--- src/rtl/rnd_pkg.sv ---
// Shared constants and state encoding for the RND symbol collector.
package rnd_pkg;

    localparam int SYM_W = 2;

    typedef enum logic [1:0] {
        ST_IDLE = 2'd0,
        ST_FILL = 2'd1,
        ST_FULL = 2'd2
    } state_t;

endpackage

--- src/rtl/rnd_collect_counter.sv ---
// Symbol counter with sync init/enable; co flags the TERMINAL count and
// the next enabled step wraps back to zero.
module rnd_collect_counter #(
    parameter int               WIDTH    = 2,
    parameter logic [WIDTH-1:0] TERMINAL = '1
) (
    input  logic clk,
    input  logic rst,
    input  logic init,
    input  logic en,
    output logic co
);

    logic [WIDTH-1:0] count;

    assign co = (count == TERMINAL);

    always_ff @(posedge clk) begin
        if (rst || init) begin
            count <= '0;
        end else if (en) begin
            count <= co ? '0 : count + WIDTH'(1);
        end
    end

endmodule

--- src/rtl/rnd_symbol_collector.sv ---
// Packs NSYM 2-bit RND symbols into a word behind a valid/ready handoff.
// Optional even-parity output under macro RND_COLLECT_PARITY_EN.
//
//  state   | meaning
//  --------+-----------------------------------------------
//  ST_IDLE | no symbols held, ready for the first symbol
//  ST_FILL | partial word, 0 < count < NSYM
//  ST_FULL | word complete, waiting on out_ready
module rnd_symbol_collector
    import rnd_pkg::*;
#(
    parameter int NSYM      = 4,
    parameter int CNT_WIDTH = 2
) (
    input  logic                  clk,
    input  logic                  rst,
    input  logic                  clr,
    input  logic                  sym_valid,
    input  logic [SYM_W-1:0]      sym,
    output logic                  sym_ready,
    output logic                  word_valid,
    output logic [SYM_W*NSYM-1:0] word,
    input  logic                  out_ready
`ifdef RND_COLLECT_PARITY_EN
    ,
    output logic                  word_par
`endif
);

    localparam int WORD_W = SYM_W * NSYM;

    state_t              state;
    logic                ready_q;
    logic                accept;
    logic                last_sym;
    logic [WORD_W-1:0]   next_word;

    // Reset holds the generator off for the whole reset cycle.
    assign sym_ready = ready_q & ~rst;
    assign accept    = sym_valid & sym_ready;
    assign next_word = {word[WORD_W-SYM_W-1:0], sym};

    rnd_collect_counter #(
        .WIDTH    (CNT_WIDTH),
        .TERMINAL (CNT_WIDTH'(NSYM - 1))
    ) u_cnt (
        .clk  (clk),
        .rst  (rst),
        .init (clr),
        .en   (accept),
        .co   (last_sym)
    );

    always_ff @(posedge clk) begin
        if (rst || clr) begin
            state      <= ST_IDLE;
            word       <= '0;
            word_valid <= 1'b0;
            ready_q    <= 1'b1;
        end else begin
            case (state)
                ST_IDLE: begin
                    if (accept) begin
                        word  <= next_word;
                        state <= ST_FILL;
                    end
                end
                ST_FILL: begin
                    if (accept) begin
                        word <= next_word;
                        if (last_sym) begin
                            state      <= ST_FULL;
                            word_valid <= 1'b1;
                            ready_q    <= 1'b0;
                        end
                    end
                end
                ST_FULL: begin
                    if (out_ready) begin
                        state      <= ST_IDLE;
                        word_valid <= 1'b0;
                        ready_q    <= 1'b1;
                    end
                end
                default: begin
                    state      <= ST_IDLE;
                    word_valid <= 1'b0;
                    ready_q    <= 1'b1;
                end
            endcase
        end
    end

`ifdef RND_COLLECT_PARITY_EN
    // Tracks word exactly: only accepts change word outside reset/clr.
    always_ff @(posedge clk) begin
        if (rst || clr) begin
            word_par <= 1'b0;
        end else if (accept) begin
            word_par <= ^next_word;
        end
    end
`endif

endmodule

--- config.mk ---
export PLATFORM = sky130hd
export DESIGN_NAME = rnd_symbol_collector
export DESIGN_NICKNAME = d
export VERILOG_FILES = /design/src/rtl/rnd_pkg.sv /design/src/rtl/rnd_collect_counter.sv /design/src/rtl/rnd_symbol_collector.sv
export SDC_FILE = /design/constraint.sdc
export NUM_CORES = 1
export LEC_CHECK = 0
export BUFFER_PORTS_ARGS = -buffer_cell sky130_fd_sc_hd__buf_2
export CORE_MARGIN = 10
export CORE_UTILIZATION = 42
export CTS_CLUSTER_DIAMETER = 30
export CTS_CLUSTER_SIZE = 14
export DETAILED_ROUTE_END_ITERATION = 12
export PLACE_DENSITY = 0.7
export SLEW_MARGIN = 20
export SYNTH_ARGS = -nofsm -noshare
export SYNTH_HDL_FRONTEND = slang
export SYNTH_SLANG_ARGS = --single-unit
--- constraint.sdc ---
create_clock -name clk -period 1.1 [get_ports clk]
set_input_delay 0.33 -clock clk [delete_from_list [all_inputs] [get_ports clk]]
set_output_delay 0.33 -clock clk [all_outputs]
set_load 0.05 [all_outputs]
# Word-level counts from Yosys, hierarchy flattened
# Cells that the tools add are included.
word_totals:
  regBits: 14
  input_bits: 7
  output_inout_bits: 10
  elab_cells: 37
classes:
  addsub: 1
  eq_ne: 7
  muxes: 14
  n_bitwise: 4
  reduce_logical: 6
ops:
  columns: ["cell", "n"]
  rows:
  - ["$mux W2", 5]
  - ["$reduce_and A4 Y1", 2]
  - ["$mux W1", 6]
  - ["$ne A2 B2 Y1 const B", 3]
  - ["$pmux W1 S3", 2]
  - ["$pmux W2 S3", 1]
  - ["$eq A2 B2 Y1 const B", 2]
  - ["$add A2 B1 Y2 const B", 1]
  - ["$and A1 B1 Y1", 2]
  - ["$eq A2 B1 Y1 const B", 1]
  - ["$logic_not A2 Y1", 1]
  - ["$ne A2 B1 Y1 const B", 1]
  - ["$not A1 Y1", 2]
  - ["$reduce_and A2 Y1", 1]
  - ["$reduce_or A2 Y1", 1]
  - ["$logic_or A1 B1 Y1", 1]

# Depth between registers and ports, before layout
logic_depth:
  word_depth: 5
  ltp_mapped: 4

# Cells and area by module
# From an unflattened synthesis, not the netlist that was laid out.
unflattened:
  hier_cells: 53
  hier_area_um2: 568.0
by_module_without_submodules:
  columns: ["module", "instances", "cells_each", "area_per_inst_um2", "seq_area_each_um2"]
  rows:
  - ["rnd_symbol_collector", 1, 45, 473.0, 240.2]
  - ["rnd_collect_counter", 1, 8, 95.1, 40.0]

# Worst setup path before layout
# OpenSTA, ideal clock, no wires.
synth_timing:
  path_kind: "register to output"
  start: "register ready_q"
  end: "output sym_ready"
  arrival_time_ns: 1.055
  t_required_ns: 0.770
  setup_slack_ns: -0.285
  path_stages_with_launch: 2
  cell_sequence: "dfxtp_1 -> nor2b_1"
synth_between:
  elab_chain_len: 1
synth_lines:
  columns: ["item", "line", "text"]
  rows:
  - ["start: declaration", "rnd_symbol_collector.sv:33", "logic ready_q;"]
  - ["start signal: assignment", "rnd_symbol_collector.sv:59", "ready_q <= 1'b1;"]
  - ["start signal: assignment", "rnd_symbol_collector.sv:74", "ready_q <= 1'b0;"]
  - ["start signal: assignment", "rnd_symbol_collector.sv:82", "ready_q <= 1'b1;"]
  - ["$and A1 B1 Y1", "rnd_symbol_collector.sv:39", "assign sym_ready = ready_q & ~rst;"]
  - ["end: declaration", "rnd_symbol_collector.sv:20", "output logic sym_ready,"]
# Every way passes these cells.

# Worst setup path after layout
# Ends and elaborated chain as after synthesis.

==> flow_summary.json <==
{
  "rows": 13,
  "drc": 0,
  "setup_viol": 22,
  "worst_slack_ns": -0.1388,
  "antenna_found_initial": 0,
  "synth_most_common_cell": "dfxtp_1",
  "min_delay_path_depth": 3,
  "violations": "negative setup slack",
  "diodes": 0,
  "clkTransAtPathRegs_ns": 0.09,
  "peakVddDrop_mv": 0.8587,
  "io_pins": 17,
  "drt_pass1_iterations": 4,
  "netlist_instances": 65,
  "layout_min_cycle_time_ns": 1.239,
  "p_switching_uw": 236.4,
  "routabilityCongestion": 0.7884,
  "wl_per_cell_um": 16.31,
  "synth.top_cell.area_share_pct": 49.56,
  "arrival_ns": 0.91,
  "grt_setup_unrepaired": "true",
  "synth_top_cells_by_count": "dfxtp_1, a21oi_1, nand2_1, o21ai_0",
  "clock_path_buffers": 2,
  "synthDistinctLibCells": 21,
  "syn_area_um2": 565.5,
  "gr-usage-all-layers_pct": 9.969,
  "die_w_um": 56.70,
  "htree_levels": 1,
  "reg2reg_depth": 4,
  "first_iter_violations": 7,
  "power_density_nw_per_um2": 1025,
  "grt_max_degree": 13,
  "portBuffers": 16,
  "cpPeakStageDelay_ns": 0.34,
  "fin_cells": 109,
  "skew_ns": 0.009351,
  "p_clk_share_pct": 37.2,
  "viasPerCell": 5.321,
  "drive_gt1_share_pct": 68.09,
  "p_seq_share_pct": 51.8,
  "wl_mm": 1.778,
  "cts_tree": "yes",
  "floorplan.initialDensity_pct": 44.01,
  "vias": 580,
  "run_status": "complete, but fails checks",
  "cts_hold_buf": 0,
  "synth_flop_cell": "dfxtp_1",
  "syn_to_final_growth_pct": 71.90,
  "design.die.area_um2": 3214,
  "post-place-ws_ns": -0.1062,
  "drtAntennaViolNets": 0,
  "cp-start-kind": "flop",
  "core_um2": 1285,
  "switching_share_pct": 23.72,
  "insertion_delay_ns": 0.28,
  "max_cap_viol_count": 0,
  "dp_cells": 97,
  "dp_hpwl_um": 991.9,
  "finalMaxSlewViolations": 0,
  "cpMaxStageDelayCell": "dfxtp_2",
  "hold_viol": 0,
  "root_buffer": "clkbuf_4",
  "syn_nets": 73,
  "critical_path_class": "flop to output pin",
  "fin_nets": 103,
  "finalCritPeriodShare_pct": 112.6,
  "synth_top_cell_by_area": "dfxtp_1",
  "crit_path_end_kind": "output pin",
  "path_max_fanout": 2,
  "numCtsBuffers": 3,
  "hp-class": "primary input to flop",
  "synth_edf_count": 0,
  "async_reset_ff_share_pct": 0,
  "crit_chain": "nor2b_4 > buf_8",
  "critPathRequiredTime_ns": 0.77,
  "slew_headroom_pct": 85.07,
  "synth_area_leaders": "dfxtp_1, a21oi_1, o21ai_0, nand2_1, mux2i_1",
  "synth.ff_latch_count": 14,
  "syn_avg_cell_area_um2": 8.701,
  "first_global_vias": 579,
  "ys_seq_area_share_pct": 49.56,
  "leakage_uw": 0.0003833,
  "grt_pass1_wl_mm": 2.622,
  "grt.overflow.total": 0,
  "intPower_uw": 760.1,
  "timing.fmax_mhz": 807.2,
  "cts.sink_count": 14,
  "pwr-share-comb_pct": 11.0,
  "yosys_warnings": 0,
  "worst_pin_slew_ns": 0.2233,
  "die_h_um": 56.70
}
[worst max-delay path: cells and delay by family, from the launching register on]
family                 cells  cell delay (ns)
AND/OR/NAND/NOR            1             0.14
buffers and inverters      1             0.15
flip-flops                 1             0.34
[routing by layer]
metal | GRT usage, % | wire, um
met5 | 0 | 0
met4 | 2.062 | 22
met3 | 4.944 | 60
met2 | 18.03 | 1001
met1 | 9.913 | 693
[cell usage in the layout (no fill, tap or decap), types with 3 or more instances in the layout]
cell type,n
buf_4,10
buf_2,6
buf_8,10
nand2_1,6
dfxtp_2,10
buf_6,3
a21oi_1,4
a21oi_2,6
clkbuf_4,3
nand2_2,4
dfxtp_1,4
o21ai_2,8
[state kept, by name, indices dropped and copies added (netlist names)]
register     flops
ready_q          1
state            2
u_cnt.count      2
word             8
word_valid       1
[power groups by stage]
stage	Clock, uW	Combinational [uW]	Sequential [uW]
after CTS	380	90.7	516
final	371	110	516
after floorplan	0	42.4	533
after global routing	408	117	517
after detailed placement	0	76.2	527
after global placement	0	74.3	527
[final timing paths]
check / start / endpoint / slack (ns)
setup / recovery: ready_q / sym_ready / -0.14
hold / removal: sym[0] / word[0] / 0.28
setup reg to reg: ready_q / u_cnt.count[0] / -0.09
hold reg to reg: word_valid / word_valid / 0.46
[per-stage QoR]
stage	power, uW	hold WS [ns]	TNS (ns)	area, um^2	utilization, %
after floorplan	575.0	0.4493	0	573.1	-
after global placement	601.1	0.4311	-0.8093	689.4	53.65
after detailed placement	603.2	0.4365	-1.079	689.4	53.65
after CTS	986.1	0.2703	-0.2868	898.4	69.91
after global routing	1042	0.2796	-1.612	972.2	75.66
final	996.5	0.2756	-0.7848	972.2	75.66
[layout make-up]
| cell class | count | area, um^2 |
|---|---|---|
| Tap cell | 15 | 18.77 |
| Fill cell | 85 | 312.8 |
| Sequential cell | 14 | 292.8 |
| Timing Repair Buffer | 29 | 289.0 |
| Clock buffer | 4 | 36.28 |
| Multi-Input combinational cell | 45 | 327.8 |
| Inverter | 2 | 7.507 |
[repair_timing]
item / 4_1_cts / 5_1_grt
pin swaps: 1 / 6
gates cloned: 0 / 1
endpoints found under the setup margin: 10 / 23
gates resized for setup: 42 / 28
setup buffers: 7 / 0
[cells by family (layout without fill, tap and decap cells)]
kind of cell | Yosys count | in the layout | synth area share, %
buffers and inverters | 6 | 35 | 4.868
adder cells (fa/ha/maj) | 1 | 1 | 2.212
AO/OA/AOI/OAI | 21 | 21 | 19.91
multiplexers | 2 | 2 | 3.540
flip-flops | 14 | 14 | 49.56
AND/OR/NAND/NOR | 21 | 21 | 19.91
Power figures use the tool's default switching activity.
